<file path="config.mk">
export PLATFORM = sky130hd
export DESIGN_NAME = ft_tx_arbiter
export DESIGN_NICKNAME = d
export VERILOG_FILES = /design/src/rtl/ft_tx_arbiter.sv
export SDC_FILE = /design/constraint.sdc
export NUM_CORES = 1
export LEC_CHECK = 0
export CORE_MARGIN = 2
export CORE_UTILIZATION = 47
export CTS_CLUSTER_SIZE = 30
export DETAILED_ROUTE_END_ITERATION = 6
export HOLD_SLACK_MARGIN = 0.02
export PLACE_DENSITY = 0.85
export SYNTH_ARGS = -nofsm -noshare
export SYNTH_HDL_FRONTEND = slang
export SYNTH_SLANG_ARGS = --single-unit
</file>
<file path="constraint.sdc">
create_clock -name clk -period 3 [get_ports clk]
set_input_delay 0.3 -clock clk [delete_from_list [all_inputs] [get_ports clk]]
set_output_delay 0.3 -clock clk [all_outputs]
set_load 0.05 [all_outputs]
</file>
<file path="src/rtl/ft_tx_arbiter.sv">
// ft_tx_arbiter: round-robin chunking arbiter feeding the FT245 tx FIFO from the cmd and pixel sources
module ft_tx_arbiter #(
   parameter int unsigned MAX_BURST = 64,
   parameter logic [7:0]  CMD_HDR   = 8'hA4,
   parameter logic [7:0]  PIX_HDR   = 8'h5A
) (
   input  logic       clk,
   input  logic       rst_n,
   input  logic       cmd_valid,
   input  logic [7:0] cmd_data,
   input  logic       cmd_last,
   output logic       cmd_ready,
   input  logic       pix_valid,
   input  logic [7:0] pix_data,
   input  logic       pix_last,
   output logic       pix_ready,
   output logic [7:0] tx_wdata,
   output logic       tx_winc,
   input  logic       tx_wfull,
   output logic [1:0] grant,
   output logic       busy
);
   typedef enum logic [1:0] {IDLE, HDR, DATA} state_t;
   state_t     state;
   logic [1:0] gnt;
   logic       rr_last;
   logic [7:0] cnt;
   logic [1:0] cont;
   logic       sel;
   logic       src_valid;
   logic       src_last;
   logic [7:0] src_data;
   logic [7:0] hdr;
   logic       xfer;
   logic       chunk_end;
   logic       pick_pix;
   // steer the granted source onto the FIFO write port; header bit 0 flags a continuation chunk
   always_comb begin
      sel       = gnt[1];
      src_valid = sel ? pix_valid : cmd_valid;
      src_data  = sel ? pix_data : cmd_data;
      src_last  = sel ? pix_last : cmd_last;
      hdr       = (sel ? PIX_HDR : CMD_HDR) | {7'd0, cont[sel]};
      xfer      = (state == DATA) & src_valid & ~tx_wfull;
      chunk_end = src_last | (cnt == 8'(MAX_BURST - 1));
      pick_pix  = pix_valid & (~cmd_valid | ~rr_last);
      tx_winc   = (state == HDR) ? ~tx_wfull : xfer;
      tx_wdata  = (state == HDR) ? hdr : (state == DATA) ? src_data : 8'd0;
      cmd_ready = (state == DATA) & gnt[0] & ~tx_wfull;
      pix_ready = (state == DATA) & gnt[1] & ~tx_wfull;
      grant     = gnt;
      busy      = state != IDLE;
   end
   // arbitrate in IDLE, emit the header, then count data bytes until end of packet or burst limit
   always_ff @(posedge clk or negedge rst_n) begin
      if (!rst_n) begin
         state   <= IDLE;
         gnt     <= 2'b00;
         rr_last <= 1'b1;
         cnt     <= 8'd0;
         cont    <= 2'b00;
      end else begin
         case (state)
            IDLE: if (cmd_valid | pix_valid) begin
               gnt   <= {pick_pix, ~pick_pix};
               state <= HDR;
            end
            HDR: if (!tx_wfull) begin
               cnt   <= 8'd0;
               state <= DATA;
            end
            DATA: if (xfer) begin
               cnt <= chunk_end ? 8'd0 : cnt + 8'd1;
               if (chunk_end) begin
                  cont[sel] <= ~src_last;
                  rr_last   <= sel;
                  gnt       <= 2'b00;
                  state     <= IDLE;
               end
            end
            default: state <= IDLE;
         endcase
      end
   end
endmodule
</file>
Word-level counts from Yosys, hierarchy flattened
Cells that the tools add are included.
{ "word_totals": {"register_bits": 15, "latchBits": 0, "mem_bits_rw": 0, "mem_bits_ro": 0, "output_inout_bits": 14, "elab_cells": 63, "mem_count": 0} }
{ "op_classes": {"add_sub_neg": 1, "n_mul": 0, "div_mod_pow": 0, "magnitude_cmp": 2, "n_eq_ne": 7, "shifts": 0, "n_mux": 23, "n_bitwise": 16, "n_reduce_logical": 9} }
{ "op_table": {"columns": ["op", "count"], "rows": [
  ["8-bit two-way mux", 7],
  ["8-bit case mux with 2 select lines", 1],
  ["2-bit two-way mux", 5],
  ["8-bit by 1-bit adder with 8-bit output (second input constant)", 1],
  ["8-bit by 6-bit equality test with 1-bit output (second input constant)", 1],
  ["2-bit != test (second input constant)", 4],
  ["8-bit by 1-bit bitwise OR with 8-bit output", 1],
  ["4-bit AND reduction", 2],
  ["1-bit AND", 7],
  ["1-bit two-way mux", 6],
  ["2-bit case mux with 3 select lines", 1],
  ["3-bit AND reduction", 2],
  ["2-bit nonzero test", 3],
  ["1-bit NOT", 5],
  ["2-bit case mux with 2 select lines", 1],
  ["1-bit bitwise OR", 3],
  ["2-bit bitwise mux", 1],
  ["2-bit by 1-bit equality test with 1-bit output (second input constant)", 1],
  ["2-bit equality test (second input constant)", 1],
  ["2-bit zero test", 1],
  ["1-bit by 2-bit less-than comparator with 1-bit output (second input constant)", 1],
  ["1-bit demux with 1-bit select", 1],
  ["1-bit >= comparator (second input constant)", 1],
  ["1-bit logical AND", 1]
]} }

Depth between registers and ports, before layout
Gate-level depths: netlist of the first run.
{ "logic_depth": {"depth_word": 6, "ltp_mapped": 6, "depth_no_buf": 5} }

Least setup slack after synthesis of the first run
No wires, ideal clock.
{ "synth_path": {"path_kind": "register -> output", "startpoint": "register gnt[1], in the netlist grant[1]", "endpoint": "output port tx_wdata[1]", "arrival_time_ns": 2.003, "path_slack_ns": 0.697, "path_stages_with_launch": 4, "n_path_buf": 1, "cell_sequence": "dfrtp_1 buf_6 mux2i_1 o21ai_0"} }
{ "synth_via": {"elab_chain_cells": 3} }
{ "synth_lines": {"columns": ["item", "line_no", "text"], "rows": [
  ["start, declared", "25", "logic [1:0] gnt;"],
  ["start signal, assigned", "65", "gnt <= {pick_pix, ~pick_pix};"],
  ["8-bit two-way mux (on tied branches)", "41, 43", null],
  ["8-bit two-way mux or 8-bit by 1-bit bitwise OR with 8-bit output (tied branches)", "48, 43", null],
  ["8-bit two-way mux (*)", "48", "tx_wdata = (state == HDR) ? hdr : (state == DATA) ? src_data : 8'd0;"],
  ["end, declared", "17", "output logic [7:0] tx_wdata,"]
]} }
Mark *: on every way between the ends. The rest lies on a longest branch, timed or not.

Worst setup path in the final report of the first run
{ "layout_path": {"startpoint": "register state[0]", "endpoint": "output port tx_winc"} }
{ "layout_via": {"elab_chain_cells": 4} }
{ "layout_lines": {"columns": ["item", "line_no", "text"], "rows": [
  ["start, declared", "24", "state_t state;"],
  ["start signal, assigned", "57", "state <= IDLE;"],
  ["start signal, assigned", "66", "state <= HDR;"],
  ["start signal, assigned", "70", "state <= DATA;"],
  ["2-bit equality test", "44", "xfer = (state == DATA) & src_valid & ~tx_wfull;"],
  ["1-bit AND (2 in series)", "44", null],
  ["1-bit two-way mux (*)", "47", "tx_winc = (state == HDR) ? ~tx_wfull : xfer;"],
  ["end, declared", "18", "output logic tx_winc,"]
]} }
Marks and branches as above.

==> summary.txt, run 1 <==
Design Area, Final - 0.001443 mm^2
Via Count - 994
R2R Setup Slk - 0.87 ns
routed wl met2 - 1282 um
status - completed
CTS resizes - 0
die area - 0.002593 mm^2
TritonCTS sink count - 15
Placed Area - 0.001416 mm^2
leakage power - 0.5600 nW
Post-Route WL - 2602 um
final setup vio count - 0
area grow syn2layout - 39.42%
Critical Path End Type - primary output
Die X - 50.92 um
DRT antenna net count - 0
compound-cell area share of the yosys netlist - 23.94%
reg2reg start - grant[1]
hold_ws - 0.4283 ns
DR DRC count - 0
xor/xnor share of the synthesized area - 0%
share of the synthesized area in the top cell type - 33.86%
Synth Area in Adders - 1.209%
dpl cells - 168
largest area contributor in the netlist - dfrtp_1
fin crit share - 92.12%
largest net degree at the start of global routing - 16
asr flop ratio synth - 100.0%
initial antenna violation count - 0
Post-CTS Hold Fix Bufs - 0
std cell rows - 16
DR WL met3 - 145 um
CTS HTree Levels - 1
Die Height - 50.92 um
syn_nets - 131
DRT met1 WL - 1174 um
worst skew pair latency - 0.28 ns
CTS Buf Count - 3
Core Region - 0.002022 mm^2
fmax - 0.3618 GHz
Synth Flop Type - dfrtp_1
IO Count - 37
EDFF count, synth - 0
Seq/Total Area, Yosys - 36.40%
share of cells above drive strength 1 - 11.72%
NumNets Final - 170
synthesized area - 0.001035 mm^2
Max Buffers Root-to-Sink - 2
Layout Utilization - 71.35%
Worst Setup Path Type - reg2out
Initial Util - 51.18%
Post-CTS Setup Bufs - 0
register area - 376.6 um^2
post-DR wirelength/cell - 15.13 um
Max Cap Viol - 0
main area contributors after synthesis - dfrtp_1 34%, mux2i_1 9.7%, o22ai_1 3.6%
clock transition at the registers of the reported paths - 0.09 ns
Fill cells - 152
Fin Setup TNS - 0 ns
#FFs+latches synth - 15
non-filler cells, final - 172
via/cell ratio - 5.779
Worst Path Required - 2.70 ns
input/output buffers - 36
Synth cell types - 40
peak supply drop - 0.0008611 V
TritonCTS clock tree - built
Hold Fails Final Rpt - 0
Worst Tran Pin Value - 0.6897 ns
pwr/cell area - 916.4 mW/mm^2
Final min period - 2.764 ns
1st-iter DRT viols - 22
worst-path maximum fanout - 12
Tot GR Track Use - 22.03%
uppermost layer routed - met3
post-synthesis simple-gate area fraction - 20.31%
Worst setup SP type - flop
Ys Warns - 0
dpl hpwl - 2065 um
mux contribution to synthesized area - 14.27%
Max Transition Viols Final - 0
Slew headroom - 53.87%
# diodes - 0
syn avg cell area - 9.670 um^2
FF-to-FF path depth - 5
placer's final routability congestion estimate - 0.9223
largest family of logic cells by synthesized area - compound AO/OA/AOI/OAI gates
Mapped Cells - 107
global route overflow - 0
Arrival @ worst endpoint - 2.46 ns
HP Class - in2async
First-pass DRT Iterations - 7
vias in the first global route - 933
Clock Skew - 0.004379 ns
clk root buf - clkbuf_4
RSZ-0062 raised after global routing - false
area of the multi-input gates - 618.1 um^2
first-pass GRT wire length - 4340 um
RR Endpoint - grant[1]
-- area by class of cell --
cell class | count | share of cell area (%)
Clock buffer | 4 | 1.821
Timing Repair Buffer | 37 | 25.50
Multi-Input combinational cell | 85 | 42.84
Tap cell | 27 | 2.342
Inverter | 4 | 1.388
Sequential cell | 15 | 26.11
-- stage by stage --
step	worst slack, ns	total power [mW]
5_1_grt	0.1300	1.389
6_report	0.2364	1.322
2_1_floorplan	0.6966	0.9416
3_5_place_dp	0.4501	1.209
3_3_place_gp	0.5004	1.191
4_1_cts	0.2573	1.324
-- cells in the final DEF (no fill, tap or decap), types with 2 or more instances in the layout --
| cell | n |
|---|---|
| o21ai_0 | 7 |
| clkbuf_4 | 3 |
| nand2b_1 | 3 |
| nor2b_1 | 2 |
| nand3b_1 | 2 |
| o31ai_1 | 2 |
| nor2_1 | 7 |
| a22o_1 | 4 |
| mux2i_1 | 10 |
| nand2_1 | 5 |
| mux2_2 | 3 |
| inv_1 | 3 |
| nand3_1 | 3 |
| nor3_1 | 4 |
| o21ai_1 | 3 |
| and2_1 | 3 |
| clkdlybuf4s50_1 | 36 |
| nand4_1 | 2 |
| dfrtp_1 | 14 |
| o22ai_1 | 6 |
| a21oi_1 | 3 |
-- metal layers --
metal	up-vias	global-route usage [%]
li1	484	-
met1	480	29.31
met2	30	37.88
met3	0	5.263
met4	0	1.351
met5	-	0
-- state kept, by name, indices dropped and copies added (netlist names) --
register	count
cnt	8
cont	2
grant	2
rr_last	1
state	2
-- power breakdown --
part / leakage (nW) / switching [mW] / total [mW] / internal (mW)
registers: 0.197 / 0.0691 / 0.326 / 0.256
clock network: 0.0150 / 0.0618 / 0.113 / 0.0516
logic: 0.348 / 0.550 / 0.883 / 0.333
-- cells in the mapped netlist, types with 2 or more instances --
library cell  number
nor3_1             4
mux2_2             3
o21ai_1            3
a22o_1             4
o21ai_0            7
a21oi_1            3
o22ai_1            6
nand3_1            3
o31ai_1            2
nand2b_1           3
and2_1             3
nor2b_1            2
nand3b_1           2
nand4_1            2
dfrtp_1           14
mux2i_1           10
nor2_1             7
nand2_1            5
inv_1              3
-- kinds of logic after synthesis --
kind of cell | Yosys count
AND/OR/NAND/NOR | 37
multiplexers | 14
buffers and inverters | 7
flip-flops | 15
adder cells (fa/ha/maj) | 1
AO/OA/AOI/OAI | 33
-- critical path: stages (launching register included) --
cell             delay, ns
dfrtp_1               0.44
nand2b_1              0.36
o32a_4                0.50
clkinv_4              0.07
clkdlybuf4s50_1       0.80
-- how the worst max path moves through the flow --
stage                       end  slack, ns  startpoint  cells after the start
global placement        tx_winc       0.50   pix_valid                      5
detailed placement      tx_winc       0.45   pix_valid                      5
floorplan           tx_wdata[1]       0.70    grant[1]                      3
CTS                     tx_winc       0.26    state[0]                      4
global route            tx_winc       0.13    state[0]                      4
finish                  tx_winc       0.24    state[0]                      4
No activity file was read; power rests on OpenSTA's default activity.
==> inputs of run 2 (changes only) <==
- PLACE_DENSITY: 0.85 -> unset
- PLACE_DENSITY_LB_ADDON: unset -> 0.08
==> run 2 against run 1 <==
Critical path depth is the same. Sequential share of layout area decreased by 0.14 points. Clock skew down 0.0034 ns. Cell area is 0.52% higher. Count of clock-buffer cells in the layout is the same. Non-clock buffer count is 1 higher. Worst hold slack worse by 0.028 ns. First-iteration DRC count rose by 36%. Die area did not move. Flip-flop and latch count unchanged. Critical endpoint unchanged.
==> summary.txt, run 2 (synthesis results as in run 1) <==
# diodes - 0 (unchanged)
via/cell ratio - 5.520 (-4.5%)
Worst Tran Pin Value - 0.6395 ns (-0.05020 ns)
input/output buffers - 36 (unchanged)
Critical Path Max Stage Delay - 0.79 ns (about the same)
placer's final routability congestion estimate - 0.9578 (+3.8%)
peak supply drop - 0.0006727 V (-22%)
pwr/cell area - 909.5 mW/mm^2 (-0.76%)
Fin Setup TNS - 0 ns (unchanged)
Tot GR Track Use - 22.33% (+0.30 points)
crit path cell chain - mux2i_1 -> o32a_4 -> clkinv_4 -> clkdlybuf4s50_1
die area - 0.002593 mm^2 (unchanged)
Post-Route WL - 2483 um (-4.6%)
leakage power - 0.5643 nW (+0.78%)
DR DRC count - 0 (unchanged)
Critical Path End Type - primary output
NumNets Final - 171 (+0.59%)
TritonCTS sink count - 15 (unchanged)
Worst Setup Path Type - reg2out
Arrival @ worst endpoint - 2.33 ns (-0.13 ns)
most flop-heavy register - cnt
global route overflow - 0 (unchanged)
IO Count - 37 (unchanged)
Critical path buffers and inverters - 2 (unchanged)
Core Region - 0.002022 mm^2 (unchanged)
post-DR wirelength/cell - 14.35 um (-5.1%)
first-pass GRT wire length - 4347 um (+0.16%)
vias in the first global route - 939 (+0.64%)
worst-path maximum fanout - 12 (unchanged)
1st-iter DRT viols - 30 (+36%)
Max Buffers Root-to-Sink - 2 (unchanged)
CTS resizes - 0 (unchanged)
area grow syn2layout - 40.15%
Post-CTS Setup Bufs - 0 (unchanged)
RSZ-0062 raised after global routing - false
Layout Utilization - 71.72% (+0.37 points)
Via Count - 955 (-3.9%)
HP Class - in2async
final setup vio count - 0 (unchanged)
Clock Skew - 0.001021 ns (-0.003358 ns)
Worst Path Required - 2.70 ns (about the same)
area of the multi-input gates - 618.1 um^2 (unchanged)
dpl hpwl - 1995 um (-3.4%)
Initial Util - 51.18% (unchanged)
CTS Buf Count - 3 (unchanged)
max reg flops - 8 (unchanged)
cell family with most CP delay - buffers and inverters
Worst setup SP type - flop
initial antenna violation count - 0 (unchanged)
std cell rows - 16 (unchanged)
status - completed
Fill cells - 152 (unchanged)
clock transition at the registers of the reported paths - 0.08 ns (about the same)
Die X - 50.92 um (unchanged)
clk root buf - clkbuf_4
CTS HTree Levels - 1 (unchanged)
Slew headroom - 57.23% (+3.4 points)
most frequent cells in the layout - 36 x clkdlybuf4s50_1, 14 x dfrtp_1, 10 x mux2i_1
Die Height - 50.92 um (unchanged)
largest net degree at the start of global routing - 16 (unchanged)
R2R Setup Slk - 0.92 ns (+0.05 ns)
Post-CTS Hold Fix Bufs - 0 (unchanged)
Max Transition Viols Final - 0 (unchanged)
fin crit share - 87.71% (-4.4 points)
Hold Fails Final Rpt - 0 (unchanged)
fmax - 0.3800 GHz (+5.0%)
share of cells above drive strength 1 - 12.33% (+0.60 points)
TritonCTS clock tree - built
Worst path slowest cell - clkdlybuf4s50_1
register area - 376.6 um^2 (unchanged)
Final min period - 2.631 ns (-0.1322 ns)
Max Cap Viol - 0 (unchanged)
First-pass DRT Iterations - 4 (-3)
commonest non-fill, non-tap cell in the layout - clkdlybuf4s50_1
DRT antenna net count - 0 (unchanged)
worst skew pair latency - 0.29 ns (about the same)
run 2: changes by cell type in the layout (fill, tap and decap cells not counted):
cell	before	now
buf_4	1	2
run 2: per-layer routing:
layer / track usage (%) / part of all wire [%] / up-vias / routed length, um
li1: - / - / 486 / -
met1: 30.19 / 47 / 450 / 1178
met2: 35.71 / 49 / 19 / 1223
met3: 6.433 / 3.3 / 0 / 82
met4: 4.054 / 0 / 0 / 0
met5: 0 / 0 / - / 0
run 2: worst paths after layout:
kind / cells past startpoint / end / startpoint
setup / recovery: 4 / tx_winc / grant[1]
setup reg to reg: 5 / grant[0] / grant[1]
hold reg to reg: 2 / rr_last / rr_last
hold / removal: 1 / cont[1] / rst_n
min in group clk: 2 / rr_last / rr_last
max in group asynchronous: 1 / cnt[2] / rst_n
run 2: metrics by stage:
stage	hold WS (ns)	setup WS, ns	cell area, um^2	std cells	power, mW
2_1_floorplan	0.004409	0.6966	1035	107	0.9416
3_3_place_gp	0.4794	0.4985	1424	169	1.197
3_5_place_dp	0.4943	0.4501	1424	169	1.211
4_1_cts	0.4247	0.3660	1450	173	1.327
5_1_grt	0.4577	0.2524	1450	173	1.390
6_report	0.3999	0.3686	1450	173	1.319
run 2: final cells by class:
cell class	instances	area share, %
multi-input combinational	85	42.62
sequential	15	25.97
timing repair buffer	38	25.88
tap	27	2.330
clock buffer	4	1.812
inverter	4	1.381
run 2: power breakdown:
group	internal (mW)	switching, mW
Combinational	0.340	0.543
Sequential	0.257	0.0640
Clock	0.0518	0.0632
Total	0.648	0.670
